File: src/rtl/qea_host_sequencer.sv
// Host-side run sequencer for the QEA accelerator: loads gate context, writes the |0..0> state,
// starts the run, waits for complete and streams the state vector out under valid/ready.
//
// state    | meaning
// IDLE     | waiting for an acceptable go request
// LOAD_CTX | accepting context words into CTX RAM, addr 0..ins_num-1
// INIT_ST  | writing |0..0> into STATE RAM, addr 0..W-1
// START    | single-cycle start to QEA
// WAIT     | waiting for QEA complete
// READ     | reading STATE RAM 0..W-1 through the readout FIFO
module qea_host_sequencer #(
  parameter int PE_NUM_WIDTH            = 2,
  parameter int PE_NUM                  = 4,
  parameter int DATA_WIDTH              = 32,
  parameter int STATE_DATA_WIDTH        = 64,
  parameter int STATE_ADDR_WIDTH        = 16,
  parameter int GATE_CONTEXT_DATA_WIDTH = 64,
  parameter int GATE_CONTEXT_ADDR_WIDTH = 16,
  parameter int MAX_QBIT_WIDTH          = 6,
  parameter int NUM_FRAC_BIT            = 30,
  parameter int RD_LAT                  = 1
) (
  input  logic                                 clk,
  input  logic                                 rst_n,
  input  logic                                 i_go,
  input  logic [MAX_QBIT_WIDTH-1:0]            i_qbit_num,
  input  logic [GATE_CONTEXT_ADDR_WIDTH:0]     i_ins_num,
  input  logic                                 i_ctx_valid,
  output logic                                 o_ctx_ready,
  input  logic [GATE_CONTEXT_DATA_WIDTH-1:0]   i_ctx_data,
  output logic                                 o_out_valid,
  input  logic                                 i_out_ready,
  output logic [PE_NUM*STATE_DATA_WIDTH-1:0]   o_out_data,
  output logic                                 o_out_last,
  output logic                                 o_busy,
  output logic                                 o_done,
  output logic                                 o_err,
  output logic                                 o_start,
  output logic [MAX_QBIT_WIDTH-1:0]            o_qbit_num,
  output logic                                 o_ctx_en,
  output logic                                 o_ctx_wea,
  output logic [GATE_CONTEXT_ADDR_WIDTH-1:0]   o_ctx_addr,
  output logic [GATE_CONTEXT_DATA_WIDTH-1:0]   o_ctx_data,
  output logic                                 o_state_ena,
  output logic                                 o_state_wea,
  output logic [STATE_ADDR_WIDTH-1:0]          o_state_addra,
  output logic [PE_NUM*STATE_DATA_WIDTH-1:0]   o_state_dina,
  input  logic                                 i_complete,
  input  logic [PE_NUM*STATE_DATA_WIDTH-1:0]   i_state_dout
);

  localparam int WORD_W     = PE_NUM * STATE_DATA_WIDTH;
  localparam int FIFO_DEPTH = RD_LAT + 2;
  localparam int PTR_W      = $clog2(FIFO_DEPTH);
  localparam int CNT_W      = $clog2(FIFO_DEPTH + 1);
  localparam int SA_W       = STATE_ADDR_WIDTH;
  localparam int CA_W       = GATE_CONTEXT_ADDR_WIDTH;

  localparam logic [MAX_QBIT_WIDTH-1:0] QBIT_MIN = MAX_QBIT_WIDTH'(PE_NUM_WIDTH);
  localparam logic [MAX_QBIT_WIDTH-1:0] QBIT_MAX = MAX_QBIT_WIDTH'(STATE_ADDR_WIDTH + PE_NUM_WIDTH);
  localparam logic [CA_W:0]             INS_MAX  = {1'b1, {CA_W{1'b0}}};
  localparam logic [DATA_WIDTH-1:0]     ONE_FX   = {{(DATA_WIDTH-1){1'b0}}, 1'b1} << NUM_FRAC_BIT;
  // 1.0 real sits in the top slice; its imaginary half and every other amplitude are zero
  localparam logic [WORD_W-1:0]         WORD0    = {ONE_FX, {(WORD_W-DATA_WIDTH){1'b0}}};

  typedef enum logic [2:0] {
    S_IDLE, S_LOAD_CTX, S_INIT_ST, S_START, S_WAIT, S_READ
  } state_t;

  state_t state_q, state_d;

  logic [MAX_QBIT_WIDTH-1:0] qbit_q, qbit_d;
  logic [CA_W-1:0]           ins_last_q, ins_last_d;
  logic [SA_W-1:0]           last_word_q, last_word_d;
  logic [CA_W-1:0]           ctx_cnt_q, ctx_cnt_d;
  logic [SA_W-1:0]           init_cnt_q, init_cnt_d;
  logic [SA_W-1:0]           rd_addr_q, rd_addr_d;
  logic                      rd_all_q, rd_all_d;
  logic [SA_W-1:0]           out_cnt_q, out_cnt_d;

  logic                      ctx_en_q, ctx_en_d, ctx_wea_q, ctx_wea_d;
  logic [CA_W-1:0]           ctx_addr_q, ctx_addr_d;
  logic [GATE_CONTEXT_DATA_WIDTH-1:0] ctx_data_q, ctx_data_d;
  logic                      st_ena_q, st_ena_d, st_wea_q, st_wea_d;
  logic [SA_W-1:0]           st_addr_q, st_addr_d;
  logic [WORD_W-1:0]         st_din_q, st_din_d;
  logic                      done_q, done_d, err_q, err_d;

  logic [RD_LAT-1:0]         rd_pipe_q, rd_pipe_d;
  logic [CNT_W-1:0]          in_flight_q, in_flight_d;
  logic [CNT_W-1:0]          fifo_cnt_q, fifo_cnt_d;
  logic [CNT_W-1:0]          fifo_free;
  logic [PTR_W-1:0]          wr_ptr_q, wr_ptr_d, rd_ptr_q, rd_ptr_d;
  logic [WORD_W-1:0]         fifo_q [FIFO_DEPTH];

  logic [SA_W:0]             words_full;
  logic                      go_ok, go_accept, ctx_accept, rd_issue, capture, out_fire;

  function automatic logic [PTR_W-1:0] ptr_inc(input logic [PTR_W-1:0] p);
    return (p == PTR_W'(FIFO_DEPTH - 1)) ? '0 : p + 1'b1;
  endfunction

  assign go_ok = (i_qbit_num > QBIT_MIN) && (i_qbit_num <= QBIT_MAX) &&
                 (i_ins_num != '0) && (i_ins_num <= INS_MAX);
  assign words_full = (SA_W+1)'(1) << (i_qbit_num - QBIT_MIN);
  assign go_accept  = (state_q == S_IDLE) && i_go && go_ok;
  assign ctx_accept = (state_q == S_LOAD_CTX) && i_ctx_valid;

  // Only issue a read when a FIFO slot is guaranteed for it, counting reads still in the RAM pipe
  assign fifo_free = CNT_W'(FIFO_DEPTH) - fifo_cnt_q;
  assign rd_issue  = (state_q == S_READ) && !rd_all_q && (fifo_free > in_flight_q);
  assign capture   = rd_pipe_q[RD_LAT-1];
  assign out_fire  = o_out_valid && i_out_ready;

  always_ff @(posedge clk or negedge rst_n) begin
    if (!rst_n) state_q <= S_IDLE;
    else        state_q <= state_d;
  end

  always_comb begin
    state_d = state_q;
    case (state_q)
      S_IDLE:     if (go_accept) state_d = S_LOAD_CTX;
      S_LOAD_CTX: if (ctx_accept && (ctx_cnt_q == ins_last_q)) state_d = S_INIT_ST;
      S_INIT_ST:  if (init_cnt_q == last_word_q) state_d = S_START;
      S_START:    state_d = S_WAIT;
      S_WAIT:     if (i_complete) state_d = S_READ;
      S_READ:     if (out_fire && (out_cnt_q == last_word_q)) state_d = S_IDLE;
      default:    state_d = S_IDLE;
    endcase
  end

  always_comb begin
    ctx_en_d   = 1'b0;
    ctx_wea_d  = 1'b0;
    ctx_addr_d = '0;
    ctx_data_d = '0;
    st_ena_d   = 1'b0;
    st_wea_d   = 1'b0;
    st_addr_d  = '0;
    st_din_d   = '0;
    done_d     = 1'b0;
    err_d      = 1'b0;
    case (state_q)
      S_IDLE: err_d = i_go && !go_ok;
      S_LOAD_CTX: begin
        if (ctx_accept) begin
          ctx_en_d   = 1'b1;
          ctx_wea_d  = 1'b1;
          ctx_addr_d = ctx_cnt_q;
          ctx_data_d = i_ctx_data;
        end
      end
      S_INIT_ST: begin
        st_ena_d  = 1'b1;
        st_wea_d  = 1'b1;
        st_addr_d = init_cnt_q;
        st_din_d  = (init_cnt_q == '0) ? WORD0 : '0;
      end
      S_READ: begin
        if (rd_issue) begin
          st_ena_d  = 1'b1;
          st_addr_d = rd_addr_q;
        end
        done_d = out_fire && (out_cnt_q == last_word_q);
      end
      default: ;
    endcase
  end

  always_comb begin
    qbit_d      = qbit_q;
    ins_last_d  = ins_last_q;
    last_word_d = last_word_q;
    ctx_cnt_d   = ctx_cnt_q;
    init_cnt_d  = init_cnt_q;
    rd_addr_d   = rd_addr_q;
    rd_all_d    = rd_all_q;
    out_cnt_d   = out_cnt_q;
    if (go_accept) begin
      qbit_d      = i_qbit_num;
      ins_last_d  = CA_W'(i_ins_num - (CA_W+1)'(1));
      last_word_d = SA_W'(words_full - (SA_W+1)'(1));
      ctx_cnt_d   = '0;
      init_cnt_d  = '0;
      rd_addr_d   = '0;
      rd_all_d    = 1'b0;
      out_cnt_d   = '0;
    end
    if (ctx_accept) ctx_cnt_d = ctx_cnt_q + 1'b1;
    if (state_q == S_INIT_ST) init_cnt_d = init_cnt_q + 1'b1;
    if (rd_issue) begin
      rd_addr_d = rd_addr_q + 1'b1;
      if (rd_addr_q == last_word_q) rd_all_d = 1'b1;
    end
    if (out_fire) out_cnt_d = out_cnt_q + 1'b1;
  end

  always_comb begin
    rd_pipe_d   = (rd_pipe_q << 1) | RD_LAT'(st_ena_q & ~st_wea_q);
    in_flight_d = in_flight_q + CNT_W'(rd_issue) - CNT_W'(capture);
    fifo_cnt_d  = fifo_cnt_q + CNT_W'(capture) - CNT_W'(out_fire);
    wr_ptr_d    = capture  ? ptr_inc(wr_ptr_q) : wr_ptr_q;
    rd_ptr_d    = out_fire ? ptr_inc(rd_ptr_q) : rd_ptr_q;
  end

  always_ff @(posedge clk or negedge rst_n) begin
    if (!rst_n) begin
      qbit_q      <= '0;
      ins_last_q  <= '0;
      last_word_q <= '0;
      ctx_cnt_q   <= '0;
      init_cnt_q  <= '0;
      rd_addr_q   <= '0;
      rd_all_q    <= 1'b0;
      out_cnt_q   <= '0;
      ctx_en_q    <= 1'b0;
      ctx_wea_q   <= 1'b0;
      ctx_addr_q  <= '0;
      ctx_data_q  <= '0;
      st_ena_q    <= 1'b0;
      st_wea_q    <= 1'b0;
      st_addr_q   <= '0;
      st_din_q    <= '0;
      done_q      <= 1'b0;
      err_q       <= 1'b0;
      rd_pipe_q   <= '0;
      in_flight_q <= '0;
      fifo_cnt_q  <= '0;
      wr_ptr_q    <= '0;
      rd_ptr_q    <= '0;
    end else begin
      qbit_q      <= qbit_d;
      ins_last_q  <= ins_last_d;
      last_word_q <= last_word_d;
      ctx_cnt_q   <= ctx_cnt_d;
      init_cnt_q  <= init_cnt_d;
      rd_addr_q   <= rd_addr_d;
      rd_all_q    <= rd_all_d;
      out_cnt_q   <= out_cnt_d;
      ctx_en_q    <= ctx_en_d;
      ctx_wea_q   <= ctx_wea_d;
      ctx_addr_q  <= ctx_addr_d;
      ctx_data_q  <= ctx_data_d;
      st_ena_q    <= st_ena_d;
      st_wea_q    <= st_wea_d;
      st_addr_q   <= st_addr_d;
      st_din_q    <= st_din_d;
      done_q      <= done_d;
      err_q       <= err_d;
      rd_pipe_q   <= rd_pipe_d;
      in_flight_q <= in_flight_d;
      fifo_cnt_q  <= fifo_cnt_d;
      wr_ptr_q    <= wr_ptr_d;
      rd_ptr_q    <= rd_ptr_d;
    end
  end

  always_ff @(posedge clk or negedge rst_n) begin
    if (!rst_n) begin
      for (int i = 0; i < FIFO_DEPTH; i++) fifo_q[i] <= '0;
    end else if (capture) begin
      fifo_q[wr_ptr_q] <= i_state_dout;
    end
  end

  assign o_busy        = (state_q != S_IDLE);
  assign o_ctx_ready   = (state_q == S_LOAD_CTX);
  assign o_start       = (state_q == S_START);
  assign o_qbit_num    = qbit_q;
  assign o_done        = done_q;
  assign o_err         = err_q;
  assign o_ctx_en      = ctx_en_q;
  assign o_ctx_wea     = ctx_wea_q;
  assign o_ctx_addr    = ctx_addr_q;
  assign o_ctx_data    = ctx_data_q;
  assign o_state_ena   = st_ena_q;
  assign o_state_wea   = st_wea_q;
  assign o_state_addra = st_addr_q;
  assign o_state_dina  = st_din_q;
  assign o_out_valid   = (fifo_cnt_q != '0);
  assign o_out_data    = fifo_q[rd_ptr_q];
  assign o_out_last    = o_out_valid && (out_cnt_q == last_word_q);

endmodule

File: config.mk
export PLATFORM = sky130hd
export DESIGN_NAME = qea_host_sequencer
export DESIGN_NICKNAME = d
export VERILOG_FILES = /design/src/rtl/qea_host_sequencer.sv
export SDC_FILE = /design/constraint.sdc
export NUM_CORES = 2
export LEC_CHECK = 0
export ABC_AREA = 1
export CAP_MARGIN = 25
export CELL_PAD_IN_SITES_DETAIL_PLACEMENT = 1
export CELL_PAD_IN_SITES_GLOBAL_PLACEMENT = 2
export CORE_MARGIN = 3
export CORE_UTILIZATION = 30
export CTS_CLUSTER_DIAMETER = 40
export DETAILED_ROUTE_END_ITERATION = 10
export PLACE_DENSITY_LB_ADDON = 0.25
export SKIP_LAST_GASP = 1
export SYNTH_ARGS = -nofsm -noshare
export SYNTH_HDL_FRONTEND = slang
export SYNTH_SLANG_ARGS = --single-unit
File: constraint.sdc
create_clock -name clk -period 2.6 [get_ports clk]
set_clock_uncertainty 0.1 [all_clocks]
set_input_delay 0.52 -clock clk [delete_from_list [all_inputs] [get_ports clk]]
set_output_delay 0.52 -clock clk [all_outputs]
set_load 0.03 [all_outputs]
---- Yosys cells after proc, flatten, opt, wreduce, memory -nomap -nowiden ----
Cells that the tools add are included.
Widths: inputs -> output; s select.
storage, ports and cells
  register bits ........................... 1240
  input port bits ......................... 349
  output and inout bits ................... 625
operators by class
  add/sub/neg operators ................... 14
  magnitude comparators ................... 7
  eq/ne operators ......................... 16
  shifts and indexed selects .............. 1
  mux-type cells .......................... 37
  bitwise logic cells ..................... 4
  reductions and logical operators ........ 26
operator list
  kind                   number
  $bwmux 768             1
  $mux 256               3
  $bmux 256 s2           1
  $demux 256 s2          1
  $mux 255               2
  $mux 16                8
  $mux 64                2
  $add 16x1->16 const B  4
  $eq 16x16->1           4
  $pmux 16 s2            1
  $sub 16x1->16 const B  2
  $pmux 3 s6             1
  $le 17x17->1 const B   1
  $reduce_bool 17->1     1
  $logic_not 16->1       1
  $shl 1x6->16 const A   1
  $mux 3                 5
  $logic_and 1x1->1      14
  $reduce_bool 2->1      5
  $mux 1                 9
  $eq 3x2->1 const B     2
  $eq 3x3->1 const B     2
  $ge 3x3->1 const B     2
  $gt 6x2->1 const B     1
  21 further kinds       31

---- Depth between registers and ports, before layout ----
  depth in word-level cells ............... 8
  mapped depth ............................ 16
  depth with buffers taken out ............ 16

---- Least setup slack after synthesis ----
OpenSTA, ideal clock, no wires.
  path type ............................... input -> register
  start point ............................. in i_qbit_num[1]
  end point ............................... reg last_word_q[8]
  setup time .............................. 0.065 ns
  arrival time ............................ 2.185 ns
  required time ........................... 2.435 ns
  setup slack ............................. 0.251 ns
  cell stages on the path ................. 16
  path buffers ............................ 0
  cell sequence ........................... inv_2 > ha_1 > nand2_1 > nand2_1 > nand3_1 > nor2_2 > nand2_1 > nor2_1 > inv_1 > ha_1 > inv_1 > nor2_2 > nand2_2 > xor2_1 > nand2_1 > nand2_1
on the way
  cells in the longest elaborated chain, start to end .. 5
ends and longest elaborated chain
  item                                                   RTL line  source
  from (decl)                                            26        input logic [MAX_QBIT_WIDTH-1:0] i_qbit_num,
  branches (longest 5 deep; another with $sub 16x1->16)  n/a
  to (signal assigned)                                   235       last_word_q <= last_word_d;
  to (decl)                                              74        logic [SA_W-1:0] last_word_q, last_word_d;
Several ways; the timed one is not identified.
A chain may end at the register's enable or synchronous reset.

---- Worst setup path after layout ----
  start point ............................. reg rd_ptr_q[1]
  end point ............................... out o_out_data[33]
on the way
  cells in the longest elaborated chain, start to end .. 4
ends and longest elaborated chain
  item                                          RTL line  source
  from (decl)                                   93        logic [PTR_W-1:0] wr_ptr_q, wr_ptr_d, rd_ptr_q, rd_ptr_d;
  from (signal assigned)                        255       rd_ptr_q <= rd_ptr_d;
  $not 2->3 (implied by the code)               282       assign o_out_data = fifo_q[rd_ptr_q];
  $bmux 256 s2                                  282
  $mux 256 (implied by the code) (2 in series)  282
  to (decl)                                     33        output logic [PE_NUM*STATE_DATA_WIDTH-1:0] o_out_data,
No other way between the ends. The select of a mux whose other input is x is not followed.

==> flow_summary.yaml <==
outcome:
  status: "complete, but fails checks"
  violations: "negative setup slack"
route:
  drt-vias-per-instance: 4.63
  wl_met1_um: 77600
  finalWirelength_um: 170000
  wl_met2_um: 80700
  ant_nets: 0
  drc_errors: 0
  vias: 38800
  drt-initial-drc-count: 1964
  wl_per_cell_um: 20.3
  wl_met3_um: 8590
  dr.pass1.iters: 5
  top_layer_used: "met5"
sta:
  hold_viol: 0
  rsz0062_at_grt: "yes"
  fmax_mhz: 331
  whs_ns: 0.0840
  tightest_slew_ns: 0.721
  setup_viol: 261
  fin_ws_ns: -0.424
  maxSlewViolCount: 0
  fin_crit_sh: 1.16
  max-slew-margin-rel: 0.520
  fin_crit_ns: 3.02
yosys:
  ys_ff_latch: 985
  synth-seq-area-share: 0.547
  syn_area_mm2: 0.0450
  postSynthAreaPerCell_um2: 8.39
  synth_cells: 5371
  async_reset_ff_frac: 1.00
  synth_ff_type: "dfrtp_1"
  synth.distinct_cells: 47
  synth_edf_count: 0
  yosysWarnings: 0
global_routing:
  grt_pass1_vias: 40700
  track_usage: 0.206
  grt_max_degree: 122
  antenna_found_initial: 10
  grt_overflow: 0
  grt_pass1_wl_um: 251000
clock_tree:
  cts.reportedPaths.clkPinSlew_ns: 0.05
  clkSinkCount: 985
  cts.path.max_buffers: 3
  numCtsBuffers: 191
  cts_tree: "yes"
  h-tree-depth: 4
  cts-root-buf: "clkbuf_16"
  clock_latency_ns: 0.79
die:
  die-area_mm2: 0.155
  ios: 974
  rows: 141
  die_h_um: 393
  core_mm2: 0.148
  start_util: 0.304
  dieWidth_um: 393
power:
  peakVddDrop_mv: 0.746
  power.density_mw_per_mm2: 1480
  cellLeakagePower_nw: 31.5
place:
  io_buffers: 718
  gp_congestion: 0.786
  dp.cells: 7957
  place.detailed.hpwl_um: 107000
  post-place-ws_ns: -0.321
  dpl_cell_area_mm2: 0.0544
setup_path:
  worstSetupPathType: "reg2out"
  start_kind: "flop"
  crit_required_ns: 1.98
  cp_top_family: "buffers and inverters"
  cp_max_fo: 7
  crit_path_end_kind: "output port"
  worst_path_largest_cell_delay_ns: 0.45
  cp_num_buf_inv: 6
  arrival_ns: 2.40
  cp_slowest_cell: "dfrtp_2"
  cp_common_cell: "buf_12"
  critical_path.cell_chain: "inv_8 > nor2_4 > buf_12 > buf_12 > buf_16 > buf_4 > nand2_1 > nand3_1 > buf_12"
finish:
  mostFrequentLayoutCell: "nand2_1"
  final_cell_count_no_fill: 8394
  nFillCells: 17000
  fin_util: 0.429
  multi_input_area_mm2: 0.0173
  area_growth_pct: 41.4
  fin_nets: 6596
  most-common-layout-cells: "nand2_1 (1,439), dfrtp_1 (980), o21ai_0 (822), nand3_1 (492), clkdlybuf4s50_1 (459)"
  final_area_mm2: 0.0637
  seq_area_mm2: 0.0247
  drive_above_1_share: 0.165
job:
  maxCapViolations: 0
worst_hold_path:
  hold_path.class: "in2async"
## state kept, by name, indices dropped and copies added, names as in the netlist, 2 cells and up
name and flops:
in_flight_q 2, fifo_q 768, rd_ptr_q 2, out_cnt_q 16
wr_ptr_q 2, o_qbit_num 6, state_q 3, ins_last_q 16
o_ctx_addr 16, o_state_addra 16, fifo_cnt_q 2, ctx_cnt_q 16
init_cnt_q 16, last_word_q 16, rd_addr_q 16, o_ctx_data 64
## cell families after synthesis
group	count (synthesis)	synth area share
xor gates and xnor gates	66	0.0130
adders and majority gates	15	0.00417
and+or+nand+nor	2353	0.221
buffers and inverters	1018	0.107
DFF	985	0.547
AOI/OAI and AO/OA	933	0.107
other	1	0.0000833
## report_power, final
group	total (mW)	internal (mW)	switching, mW
clock network	25.3	16.4	8.87
registers	26.7	22.4	4.32
logic	42.2	16.1	26.1
## metrics by stage
stage	TNS, ns	total power, mW
floorplan	0	47.7
global placement	-12.50	63.6
detailed placement	-14.99	64.4
CTS	-107.17	91.9
global route	-119.46	100
finish	-86.22	94.2
## worst reg2reg max path, cell delays in order (launching register included)
cell	delay (ns)
dfrtp_1	0.42
inv_1	0.14
nand3_1	0.26
nor2_2	0.37
nand3_1	0.17
nor2_1	0.13
a21oi_1	0.07
nor2_1	0.20
nand3_1	0.13
nand2_1	0.08
nand2_1	0.05
## cell usage after synthesis (2+ instances only)
| cell type | instances | area [um2] |
|---|---|---|
| inv_2 | 7 | 26.3 |
| nor3_2 | 7 | 70.1 |
| o21ai_0 | 822 | 4110 |
| nor2_2 | 25 | 156 |
| nand2_4 | 2 | 22.5 |
| o31ai_1 | 4 | 30.0 |
| buf_1 | 24 | 90.1 |
| a21oi_1 | 26 | 130 |
| o21ai_1 | 23 | 115 |
| xor2_1 | 39 | 342 |
| nand3_1 | 572 | 2860 |
| o32ai_1 | 15 | 131 |
| nor2_1 | 177 | 664 |
| nand4_1 | 27 | 169 |
| inv_1 | 439 | 1650 |
| a31oi_1 | 9 | 56.3 |
| o21bai_1 | 3 | 22.5 |
| o22ai_1 | 24 | 150 |
| dfrtp_1 | 985 | 24600 |
| buf_2 | 15 | 75.1 |
| nor2_4 | 3 | 33.8 |
| ha_1 | 15 | 188 |
| nand2_2 | 11 | 68.8 |
| clkbuf_1 | 270 | 1010 |
| a21oi_2 | 2 | 17.5 |
| xnor2_1 | 26 | 228 |
| nor4_1 | 9 | 56.3 |
| or2_2 | 8 | 50.1 |
| nor3_1 | 15 | 75.1 |
| nand2_1 | 1480 | 5560 |
| buf_6 | 3 | 33.8 |
| nand3b_1 | 4 | 30.0 |
| nand3_2 | 8 | 80.1 |
| buf_4 | 259 | 1940 |
## final cells by class
type	count	area share
Inverter	447	0.0265
Timing Repair Buffer	985	0.171
Tap cell	2002	0.0393
Multi-Input combinational cell	3622	0.271
Clock buffer	240	0.0814
Sequential cell	985	0.387
Antenna cell	6	0.000236
Clock inverter	107	0.0233
## what timing repair did
action	4_1_cts	5_1_grt
buffers inserted	23	26
hold buffers	1	0
resized for setup	82	215
endpoints found under the hold margin	512	0
gates cloned	11	30
pin swaps	3	8
setup endpoints to repair	261	261
## path summary, 6_finish.rpt
kind / startpoint / to / slack [ns] / cells after the start
max: rd_ptr_q[1] / o_out_data[33] / -0.42 / 9
min: rst_n / o_ctx_data[42] / 0.08 / 2
max reg2reg: state_q[1] / state_q[0] / 0.38 / 10
min reg2reg: fifo_q[150] / fifo_q[150] / 0.38 / 2
max in group asynchronous: rst_n / fifo_q[370] / 1.23 / 4
min in group clk: i_ctx_data[47] / o_ctx_data[47] / 0.14 / 3
## metal layers
metal  global-route usage  vias up
met1                0.277    19100
met3               0.0457      215
met5                    0        -
li1                     -    18600
met2                0.337      896
met4               0.0503        8
No activity file was read; power rests on OpenSTA's default activity.
